File: config.mk
export PLATFORM = sky130hd
export DESIGN_NAME = fir_mac_seq
export DESIGN_NICKNAME = d
export VERILOG_FILES = /design/src/rtl/fir_mac_seq.sv
export SDC_FILE = /design/constraint.sdc
export NUM_CORES = 1
export LEC_CHECK = 0
export CORE_MARGIN = 4
export CORE_UTILIZATION = 55
export DETAILED_ROUTE_END_ITERATION = 8
export PLACE_DENSITY = 0.81
export SYNTH_ARGS = -nofsm -noshare
export SYNTH_HDL_FRONTEND = slang
export SYNTH_SLANG_ARGS = --single-unit
File: constraint.sdc
create_clock -name iClk_12M -period 18.85 [get_ports iClk_12M]
set_input_delay 3.77 -clock iClk_12M [delete_from_list [all_inputs] [get_ports iClk_12M]]
set_output_delay 3.77 -clock iClk_12M [all_outputs]
set_load 0.01 [all_outputs]
File: src/rtl/fir_mac_seq.sv
// fir_mac_seq: time-multiplexed FIR MAC, one multiplier shared by all taps.
// Coefficients are fetched tap by tap; the full-precision sum is rounded and clipped.
module fir_mac_seq #(
  parameter int NUM_TAPS = 3,
  parameter int DATA_W   = 3,
  parameter int COEF_W   = 16,
  parameter int ACC_W    = 24,
  parameter int OUT_W    = 16,
  parameter int SHIFT    = 0,
  localparam int ADDR_W  = (NUM_TAPS > 2) ? $clog2(NUM_TAPS) : 1
) (
  input  logic                     iClk_12M,
  input  logic                     iRst,
  input  logic                     iClear,
  input  logic                     iInValid,
  input  logic signed [DATA_W-1:0] iInData,
  output logic                     oReady,
  output logic                     oCoeffRd,
  output logic [ADDR_W-1:0]        oCoeffAddr,
  input  logic signed [COEF_W-1:0] iCoeff,
  output logic                     oValid,
  output logic signed [OUT_W-1:0]  oData,
  output logic                     oSat,
  output logic                     oDrop
);

  localparam int PROD_W = DATA_W + COEF_W;
  localparam logic [ACC_W:0] RND = ((ACC_W + 1)'(1) << SHIFT) >> 1;

  typedef enum logic [1:0] {IDLE, RUN, DRAIN} state_t;

  state_t state;
  state_t state_nx;

  logic [ADDR_W-1:0]        tap;
  logic [ADDR_W-1:0]        tap_rd;
  logic                     rd_q;
  logic signed [DATA_W-1:0] dl [NUM_TAPS];
  logic signed [ACC_W-1:0]  acc;
  logic signed [ACC_W-1:0]  acc_nx;
  logic signed [PROD_W-1:0] prod;
  logic signed [ACC_W:0]    rnd_sum;
  logic signed [ACC_W:0]    shifted;
  logic signed [OUT_W-1:0]  clip;
  logic                     fits;
  logic                     last_tap;
  logic                     accept;
  logic                     finish;

  assign last_tap = (tap == ADDR_W'(NUM_TAPS - 1));
  assign accept   = iInValid & oReady & ~iClear;
  assign finish   = (state == DRAIN) & ~iClear;

  // shared multiplier: coefficient read last cycle times its delay-line tap
  always_comb begin
    prod    = PROD_W'(dl[tap_rd]) * PROD_W'(iCoeff);
    acc_nx  = acc + {{(ACC_W - PROD_W){prod[PROD_W-1]}}, prod};
    rnd_sum = {acc_nx[ACC_W-1], acc_nx} + RND;
    shifted = rnd_sum >>> SHIFT;
    fits    = (&shifted[ACC_W:OUT_W-1]) | ~(|shifted[ACC_W:OUT_W-1]);
    clip    = shifted[OUT_W-1:0];
    if (!fits)
      clip = shifted[ACC_W] ? {1'b1, {(OUT_W-1){1'b0}}}
                            : {1'b0, {(OUT_W-1){1'b1}}};
  end

  // state register
  always_ff @(posedge iClk_12M or posedge iRst) begin
    if (iRst) state <= IDLE;
    else      state <= state_nx;
  end

  // next-state: clear aborts from any state
  always_comb begin
    state_nx = state;
    unique case (state)
      IDLE:    if (accept)   state_nx = RUN;
      RUN:     if (last_tap) state_nx = DRAIN;
      DRAIN:   state_nx = IDLE;
      default: state_nx = IDLE;
    endcase
    if (iClear) state_nx = IDLE;
  end

  // handshake and coefficient-read outputs
  always_comb begin
    oReady     = (state == IDLE);
    oCoeffRd   = (state == RUN);
    oCoeffAddr = (state == RUN) ? tap : '0;
  end

  // delay line, tap counter and accumulator
  always_ff @(posedge iClk_12M or posedge iRst) begin
    if (iRst) begin
      for (int k = 0; k < NUM_TAPS; k++) dl[k] <= '0;
      acc    <= '0;
      tap    <= '0;
      tap_rd <= '0;
      rd_q   <= 1'b0;
    end else if (iClear) begin
      for (int k = 0; k < NUM_TAPS; k++) dl[k] <= '0;
      acc    <= '0;
      tap    <= '0;
      tap_rd <= '0;
      rd_q   <= 1'b0;
    end else begin
      rd_q   <= oCoeffRd;
      tap_rd <= tap;
      if (accept) begin
        dl[0] <= iInData;
        for (int k = 1; k < NUM_TAPS; k++) dl[k] <= dl[k-1];
        acc <= '0;
        tap <= '0;
      end else begin
        if (rd_q) acc <= acc_nx;
        if (state == RUN) tap <= last_tap ? '0 : tap + 1'b1;
      end
    end
  end

  // result register and drop flag
  always_ff @(posedge iClk_12M or posedge iRst) begin
    if (iRst) begin
      oValid <= 1'b0;
      oData  <= '0;
      oSat   <= 1'b0;
      oDrop  <= 1'b0;
    end else begin
      oDrop  <= iInValid & ~oReady;
      oValid <= finish;
      if (finish) begin
        oData <= clip;
        oSat  <= ~fits;
      end
    end
  end

endmodule

==> out/qor.yml <==
p_total_mw: 0.3815
crit_path_start_kind: "primary input"
cts_tree: "done"
synthAdderAreaFrac_pct: 20.31
synth_simple_gate_area_share_pct: 17.41
fin_area_mm2: 0.006122
drv_slew: 0
synth_nets: 684
diodes: 0
die-height_um: 106.6
clk_pin_slew_ps: 80
core_mm2: 0.009371
status: "complete, no violations"
netlist_area_mm2: 0.005348
drt_first_pass_iters: 4
synth_seq_cells: 59
fin_util_pct: 65.33
start_util_pct: 57.06
syn_area_per_cell_um2: 9.141
place_ws_ps: 8301
muxShareOfSynthArea_pct: 4.328
fill_cells: 794
tns_ps: 0
synthArstFlopShare_pct: 100.0
cts_hold_buffers: 0
register_area_mm2: 0.001476
critPathCaptureType: "flip-flop"
synth_cell_types: 65
grt_pass1_vias: 4283
track_usage_pct: 21.66
hold_viol_final: 0
multi_input_area_mm2: 0.003680
timing.critical_path.required_ps: 19030
clock_sinks: 59
pin_count: 46
cts_buffer_depth: 2
holdWs_ps: 508.3
max-slew-margin-rel_pct: 21.35
antenna_left: 0
period_minus_slack_ps: 10160
setup_violations: 0
hold_path.class: "reg2reg"
synth_top_family_by_area: "compound AO/OA/AOI/OAI gates"
dp_hpwl_um: 9050
finClkSkew_ps: 9.890
critical_path.slowest_cell: "a41oi_2"
grt_setup_unrepaired: "false"
htreeDepth: 3
cap_violations: 0
dpl_cell_area_mm2: 0.005896
fin_ws_ps: 8691
worst-path-buf-inv: 3
wl_um: 11620
area_growth_pct: 14.48
critPathMaxFanout: 14
irDropWorstVdd_mv: 0.04921
cp.arrival_ps: 10330
die-area_mm2: 0.01136
chipWidth_um: 106.6
synth_seq_area_share_pct: 27.61
drive_gt1_share_pct: 7.302
worstMarginPinSlew_ps: 1180
grt_max_degree: 60
cpPeakStageDelay_ps: 740
worstSetupPathType: "in2reg"
grt_pass1_wl_um: 20340
post_cts_resize_count: 0
clk_latency_ps: 330
drtIter0Drc: 157
rows: 35
final_nets: 724
remaining_drc_errors: 0
vias: 4306
synth-edff-count: 0
viasPerCell: 5.673
final_cells: 759
synthCells: 585
timing.final.crit_share_pct: 53.89
synthFlopType: "dfrtp_1"
io_buffers: 45
p_leak_nw: 2.831
wl_per_cell_um: 15.31
p_per_area_mw_per_mm2: 62.32
gp_congestion: 0.8981
synthXorXnorAreaFrac_pct: 5.498
antenna_found_initial: 0
root_buffer: "clkbuf_8"
grt_remaining_overflow: 0
ys_warn_count: 0
fmax_ghz: 0.09844
path_delay_family: "compound AO/OA/AOI/OAI gates"
numCtsBuffers: 9
dp_cells: 743
post_cts_buffers: 0
synth_compound_area_share_pct: 21.27
-- layout make-up --
type | count | area share, %
Inverter | 26 | 1.594
Timing Repair Buffer | 49 | 7.848
Clock inverter | 6 | 1.451
Sequential cell | 59 | 24.12
Clock buffer | 10 | 2.248
Tap cell | 129 | 2.636
Multi-Input combinational cell | 480 | 60.11
-- report_power, final --
group	switching, mW	total [mW]	internal (mW)
registers	0.00414	0.136	0.132
clock network	0.0526	0.131	0.0780
logic	0.0665	0.115	0.0483
total	0.123	0.382	0.258
-- worst reg2reg max path, stage by stage (launching register included) --
cell and delay (ps):
dfrtp_1 460, mux2i_1 150, o22ai_1 880, nand2_1 190, fa_1 490, fa_1 400, inv_1 60, ha_1 170
inv_1 60, fa_1 390, nor2b_1 110, o21ai_0 90, a21boi_0 220, o21ai_0 130, a21boi_0 280, o21ai_0 170
a21oi_1 250, nor2_1 90, ha_1 450, nand4_1 200, or3_1 400, a2bb2oi_1 150, nand4_1 120, nand2_1 70
o2bb2ai_1 150, xnor3_1 450, a41oi_2 740, o22ai_2 180
-- Yosys cell counts (3+ instances only) --
master | n | area share (%)
o21ai_0 | 38 | 3.6
clkbuf_1 | 14 | 0.98
nor2_1 | 84 | 5.9
nor2b_1 | 6 | 0.70
dfrtp_1 | 59 | 28
mux2i_1 | 22 | 4.1
fa_1 | 18 | 6.7
o22ai_1 | 7 | 0.82
o22ai_2 | 8 | 1.9
o2bb2ai_1 | 3 | 0.49
a21oi_2 | 3 | 0.49
o211ai_1 | 3 | 0.42
nand3_1 | 7 | 0.66
ha_1 | 58 | 14
nand4_1 | 7 | 0.82
nand2b_1 | 6 | 0.70
a21boi_0 | 4 | 0.56
xnor2_1 | 25 | 4.1
a211oi_1 | 5 | 0.70
o21a_1 | 7 | 0.98
nand2_1 | 26 | 1.8
nor3_1 | 6 | 0.56
o21bai_1 | 3 | 0.42
a21o_1 | 11 | 1.5
a31oi_1 | 3 | 0.35
xor2_1 | 6 | 0.98
a22o_1 | 9 | 1.5
a21oi_1 | 35 | 3.3
inv_1 | 26 | 1.8
buf_2 | 3 | 0.28
and2_1 | 33 | 3.9
-- cell families (layout without fill, tap and decap cells) --
family                     Yosys count  count (layout)
muxes                               23              23
AOI/OAI and AO/OA                  158             158
DFF                                 59              59
buffers and inverters               46              91
adders and majority gates           76              76
xor gates and xnor gates            32              32
and+or+nand+nor                    191             191
-- flip-flops by register name, indices dropped and copies added (netlist names) --
name,flops
state,2
dl,9
oSat,1
acc,24
rd_q,1
oValid,1
tap_rd,2
tap,2
oDrop,1
oData,16
-- layer usage --
layer	GRT usage (%)	vias to the layer above	routed length [um]
met1	31.07	2057	5804
met4	5.753	0	104
met2	33.72	74	5220
met3	4.094	10	491
li1	-	2165	-
met5	0	-	0
-- final timing paths --
path,from,endpoint,depth (start not counted),slack [ps]
min in group asynchronous,iRst,acc[19],3,3960
worst max register to register,tap_rd[0],oData[12],27,11200
worst min register to register,dl[0],dl[0],1,510
worst min-delay path,dl[0],dl[0],1,510
max in group asynchronous,iRst,acc[7],3,14390
worst max-delay path,iCoeff[0],oData[12],26,8690
-- layout by cell type, fill, tap and decap left out, types with 5 or more instances in the layout --
cell / count
dfrtp_1: 59
a21oi_1: 35
o22ai_1: 7
nand4_1: 7
mux2i_1: 22
clkdlybuf4s50_1: 45
nand2_1: 26
xnor2_1: 25
inv_1: 25
a211oi_1: 5
nor3_1: 6
nand3_1: 7
nor2b_1: 6
a21o_1: 11
nand2b_1: 6
o21a_1: 7
nor2_1: 84
o22ai_2: 8
a22o_1: 9
clkbuf_8: 10
o21ai_0: 38
and2_1: 33
ha_1: 58
xor2_1: 6
fa_1: 18
(Power assumes the default switching activity.)
